`config.mk`:
```
export PLATFORM = sky130hd
export DESIGN_NAME = conv_window_buffer
export DESIGN_NICKNAME = d
export VERILOG_FILES = /design/src/rtl/conv_window_buffer.sv
export SDC_FILE = /design/constraint.sdc
export NUM_CORES = 2
export LEC_CHECK = 0
export BUFFER_PORTS_ARGS = -buffer_cell sky130_fd_sc_hd__buf_2
export CORE_UTILIZATION = 45
export DETAILED_ROUTE_END_ITERATION = 7
export GPL_TIMING_DRIVEN = 1
export PLACE_DENSITY = 0.68
export SYNTH_ARGS = -nofsm -noshare
export SYNTH_HDL_FRONTEND = slang
export SYNTH_SLANG_ARGS = --single-unit
```
`constraint.sdc`:
```
create_clock -name clk -period 11.75 [get_ports clk]
set_input_delay 0.5875 -clock clk [delete_from_list [all_inputs] [get_ports clk]]
set_output_delay 0.5875 -clock clk [all_outputs]
set_load 0.01 [all_outputs]
```
`src/rtl/conv_window_buffer.sv`:
```
// conv_window_buffer
//   Streaming line buffer and window generator feeding the convolution
//   datapath. Accepts one raster-order pixel per cycle, keeps KERN_DIM-1
//   previous rows, and emits each complete KERN_DIM x KERN_DIM neighbourhood
//   as a flattened window one cycle after its bottom-right pixel arrives.
//
// Ports
//   clk           rising-edge clock
//   reset         asynchronous, active-high; clears counters and outputs
//   in_valid      in_pixel is accepted this cycle
//   in_pixel      signed pixel, raster order
//   in_sof        with in_valid: this pixel is (row 0, col 0)
//   window_valid  one-cycle strobe, window holds a new neighbourhood
//   window        element i*KERN_DIM+j at [(i*KERN_DIM+j)*DATA_WIDTH +: DATA_WIDTH],
//                 element 0 is the top-left (oldest) pixel
//   win_row       row of the newest pixel in window
//   win_col       column of the newest pixel in window
//   frame_done    one-cycle strobe after the last pixel of a frame
module conv_window_buffer #(
  parameter int DATA_WIDTH = 16,
  parameter int KERN_DIM   = 5,
  parameter int IMG_WIDTH  = 28,
  parameter int IMG_HEIGHT = 28
) (
  input  logic                                    clk,
  input  logic                                    reset,
  input  logic                                    in_valid,
  input  logic [DATA_WIDTH-1:0]                   in_pixel,
  input  logic                                    in_sof,
  output logic                                    window_valid,
  output logic [KERN_DIM*KERN_DIM*DATA_WIDTH-1:0] window,
  output logic [$clog2(IMG_HEIGHT)-1:0]           win_row,
  output logic [$clog2(IMG_WIDTH)-1:0]            win_col,
  output logic                                    frame_done
);

  localparam int RW = $clog2(IMG_HEIGHT);
  localparam int CW = $clog2(IMG_WIDTH);
  localparam int WW = KERN_DIM * KERN_DIM * DATA_WIDTH;

  logic [RW-1:0]         r_row;
  logic [CW-1:0]         r_col;
  logic                  r_win_valid;
  logic [WW-1:0]         r_window;
  logic [RW-1:0]         r_win_row;
  logic [CW-1:0]         r_win_col;
  logic                  r_frame_done;

  // r_lb[k][c] holds the pixel of column c from k+1 rows above the current row.
  logic [DATA_WIDTH-1:0] r_lb   [KERN_DIM-1][IMG_WIDTH];
  // r_cols[j] is the full vertical column vector of the j-th oldest of the
  // last KERN_DIM-1 accepted pixels; index [j][i], i = 0 is the top row.
  logic [DATA_WIDTH-1:0] r_cols [KERN_DIM-1][KERN_DIM];

  logic [RW-1:0]         w_row;
  logic [CW-1:0]         w_col;
  logic                  w_last_col;
  logic                  w_last_row;
  logic                  w_qualify;
  logic [DATA_WIDTH-1:0] w_col_vec [KERN_DIM];
  logic [WW-1:0]         w_window;

  // Position of the pixel being accepted; in_sof forces it to (0,0).
  always_comb begin
    w_row = in_sof ? '0 : r_row;
    w_col = in_sof ? '0 : r_col;
  end

  assign w_last_col = (w_col == CW'(IMG_WIDTH - 1));
  assign w_last_row = (w_row == RW'(IMG_HEIGHT - 1));
  // Requiring the row to be >= KERN_DIM-1 of the current frame guarantees
  // the line buffer never contributes rows from a previous or aborted frame.
  assign w_qualify  = (w_row >= RW'(KERN_DIM - 1)) && (w_col >= CW'(KERN_DIM - 1));

  // Vertical slice ending at the incoming pixel, top row first.
  always_comb begin
    for (int i = 0; i < KERN_DIM; i++) w_col_vec[i] = in_pixel;
    for (int i = 0; i < KERN_DIM - 1; i++) w_col_vec[i] = r_lb[KERN_DIM-2-i][w_col];
  end

  always_comb begin
    w_window = '0;
    for (int i = 0; i < KERN_DIM; i++) begin
      for (int j = 0; j < KERN_DIM - 1; j++)
        w_window[(i*KERN_DIM+j)*DATA_WIDTH +: DATA_WIDTH] = r_cols[j][i];
      w_window[(i*KERN_DIM+KERN_DIM-1)*DATA_WIDTH +: DATA_WIDTH] = w_col_vec[i];
    end
  end

  // Pixel storage needs no reset: only rows written in the current frame
  // can ever reach a qualifying window.
  always_ff @(posedge clk) begin
    if (in_valid) begin
      r_lb[0][w_col] <= in_pixel;
      for (int k = 1; k < KERN_DIM - 1; k++) r_lb[k][w_col] <= r_lb[k-1][w_col];
      for (int j = 0; j < KERN_DIM - 2; j++)
        for (int i = 0; i < KERN_DIM; i++) r_cols[j][i] <= r_cols[j+1][i];
      for (int i = 0; i < KERN_DIM; i++) r_cols[KERN_DIM-2][i] <= w_col_vec[i];
    end
  end

  always_ff @(posedge clk or posedge reset) begin
    if (reset) begin
      r_row        <= '0;
      r_col        <= '0;
      r_win_valid  <= 1'b0;
      r_window     <= '0;
      r_win_row    <= '0;
      r_win_col    <= '0;
      r_frame_done <= 1'b0;
    end else begin
      r_win_valid  <= 1'b0;
      r_frame_done <= 1'b0;
      if (in_valid) begin
        if (w_qualify) begin
          r_win_valid <= 1'b1;
          r_window    <= w_window;
          r_win_row   <= w_row;
          r_win_col   <= w_col;
        end
        r_frame_done <= w_last_row && w_last_col;
        if (w_last_col) begin
          r_col <= '0;
          r_row <= w_last_row ? '0 : w_row + 1'b1;
        end else begin
          r_col <= w_col + 1'b1;
          r_row <= w_row;
        end
      end
    end
  end

  assign window_valid = r_win_valid;
  assign window       = r_window;
  assign win_row      = r_win_row;
  assign win_col      = r_win_col;
  assign frame_done   = r_frame_done;

endmodule

```
==> flow_summary.toml <==
[run_status]
status = "complete, but fails checks"
violations = "design-rule violations"

[synth]
synth_top_cell_by_area = "edfxtp_1"
yosysWarnings = 0
synth_top_family_by_area = "compound AO/OA/AOI/OAI gates"
synthAdderAreaFrac_pct = 0.0130
synth_seq_area_share_pct = 76.7
synth.area.top_cells = "edfxtp_1, dfrtp_1, nand2_1"
synthSimpleGateAreaFrac_pct = 7.35
synthFlopType = "edfxtp_1"
synth_compound_area_share_pct = 7.49
synth-async-reset-ratio_pct = 16.7
synth_edf_count = 2112
syn_inst = 6099
synth_nets = 6120
ys_ff_latch = 2534
synth_xor_area_share_pct = 0.00908
synth_top_area_share_pct = 65.8
synth_mux_area_share_pct = 6.33
syn_area_um2 = 96400
synth_cell_type_count = 84
syn_area_per_cell_um2 = 15.8

[sta]
rsz0062_at_grt = "false"
period_share_pct = 53.1
slew_viol_final = 0
clock.fmax_mhz = 160
skew_ps = 38.6
tns_ps = 0
layout_min_cycle_time_ps = 6240
max_slew_margin_pct = 11.3
tightest_slew_ps = 1330
hold_viol = 0
hold_slack_ps = 209
setup_viol = 0

[final_layout]
final_common_cell = "edfxtp_1"
area_growth_pct = 13.0
fin_nets = 6548
final_cell_mix = "edfxtp_1, nand2_1, buf_2"
fin_area_um2 = 109000
post-route-util_pct = 51.3
final_layout_size_suffix_gt1_share_pct = 17.1

[placed_design]
placed_cell_area_um2 = 102000
dp_hpwl_um = 152000
portBuffers = 431
gp_congestion = 0.832

[setup_path]
rr_endpoint = "r_lb[1][14]$_DFFE_PP_"
start_kind = "register"
rrSetupSlack_ps = 5510
reg2reg_depth = 8
regToRegStartpoint = "r_col[1]$_DFFE_PP0P_"
endpoint_kind = "register"
crit_type = "reg2reg"
crit_required_ps = 12270
critical_path.max_fanout = 136
startpoint = "r_col[1]$_DFFE_PP0P_"
critPathArrivalTime_ps = 6750

[floorplan]
ios = 432
fp.coreArea_um2 = 213000
die_area_um2 = 216000
die_x_um = 465
initial_core_util_pct = 45.4
dieHeight_um = 465
rows = 169

[pwr]
power.switching_mw = 6.47
p_leak_nw = 39.7
seqPwrFrac_pct = 51.4
switching_share_pct = 28.5
comb_power_share_pct = 17.2
intPower_mw = 16.2
clock_power_share_pct = 31.3
total_power_mw = 22.7
p_per_area_nw_per_um2 = 208
irDropWorstVdd_v = 0.000191

[global_routing]
busiest_layer = "met2"
grt_pass1_wl_um = 398000
globalRouteMet1Util_pct = 34.5
antenna_found_initial = 8
use_met3_pct = 5.92
grt_util_met2_pct = 40.1
grt_max_degree = 202
grt_use_total_pct = 25.5
grt_overflow = 0
grt_pass1_vias = 55828

[worst_hold_path]
worstHoldPathCells = 3
hold_path_end = "window[395]$_DFFE_PP0P_"
hp-class = "in2reg"
hp-start = "in_pixel[11]"

[clocking]
post_cts_buffers = 0
clk_latency_ps = 890
htree_levels = 4
clock_path_buffers = 3
cts_resized = 0
path_clk_slew_ps = 70
clock-sinks = 2534
holdBufCountCts = 1
root_buffer = "clkbuf_16"
cts_buffers = 225
cts_tree = "built"

[routing]
ant_nets = 0
drc = 144
wl_per_cell_um = 29.5
via_count = 58430
drt_iter0_drc = 9063
avgViaCountPerCell = 6.12
first_pass_iters = 8
routed_wirelength_um = 282000

[job]
maxCapViolations = 0
[power by group through the flow]
stage	clock, mW	sequential (mW)	combinational (mW)
4_1_cts	7.16	11.7	3.87
2_1_floorplan	0	11.9	1.77
5_1_grt	7.50	11.7	4.17
6_report	7.11	11.7	3.91
3_5_place_dp	0	11.8	3.85
3_3_place_gp	0	11.8	3.77
[synthesized netlist by cell type, types with 80 or more instances]
master	instances
o21ai_0	114
mux2_2	92
a22oi_1	103
edfxtp_1	2112
a21oi_1	152
buf_2	180
a221oi_1	103
clkbuf_1	131
nor2_1	97
nand2_1	1219
o211ai_1	80
dfrtp_1	422
mux2i_1	362
[per-stage QoR]
stage / setup WS (ps) / cells
floorplan: 4900 / 6099
global placement: 6070 / 9120
detailed placement: 6000 / 9120
CTS: 5830 / 9548
global route: 5570 / 9548
finish: 5510 / 9551
[state kept, by name (all words and copies together), names as in the netlist]
register      count
win_col           5
window          400
r_row             5
window_valid      1
r_col             5
r_cols          320
win_row           5
frame_done        1
r_lb           1792
[per-layer routing]
layer / part of all wire [%] / up-vias / wire [um]
li1: - / 24092 / -
met5: 0.027 / - / 76
met2: 46 / 3891 / 130000
met3: 12 / 706 / 33800
met4: 4.2 / 10 / 11700
met1: 38 / 29731 / 106000
[final cells by class]
cell class                      count  area [um^2]
Sequential cell                  2534        74000
Clock buffer                      330         6360
Fill cell                       17169       104000
Antenna cell                        3         7.51
Inverter                           15         76.3
Timing Repair Buffer              596         3490
Multi-Input combinational cell   3155        20800
Clock inverter                     97          717
Tap cell                         2821         3530
[critical path, stage by stage (launching register included)]
cell	delay, ps
dfrtp_4	910
buf_12	650
buf_4	860
nor2b_4	1050
buf_4	580
a221oi_1	190
o21ai_0	380
a2bb2oi_1	170
nand3_1	860
[logic make-up (layout without fill, tap and decap cells)]
group                      count (synthesis)  count (layout)
xor gates and xnor gates                   1               1
adders and majority gates                  1               1
DFF                                     2534            2534
other                                      0               3
AOI/OAI and AO/OA                        997             997
and+or+nand+nor                         1631            1631
muxes                                    525             525
buffers and inverters                    410            1038
[how the worst max path moves through the flow]
stage / endpoint / slack [ps]
after floorplan: r_lb[0][128]$_DFFE_PP_ / 4900
after global placement: r_lb[1][14]$_DFFE_PP_ / 6070
after detailed placement: r_lb[1][14]$_DFFE_PP_ / 6000
after CTS: r_lb[1][14]$_DFFE_PP_ / 5830
after global routing: r_lb[1][222]$_DFFE_PP_ / 5570
final: r_lb[1][14]$_DFFE_PP_ / 5510
Power figures use the tool's default switching activity.
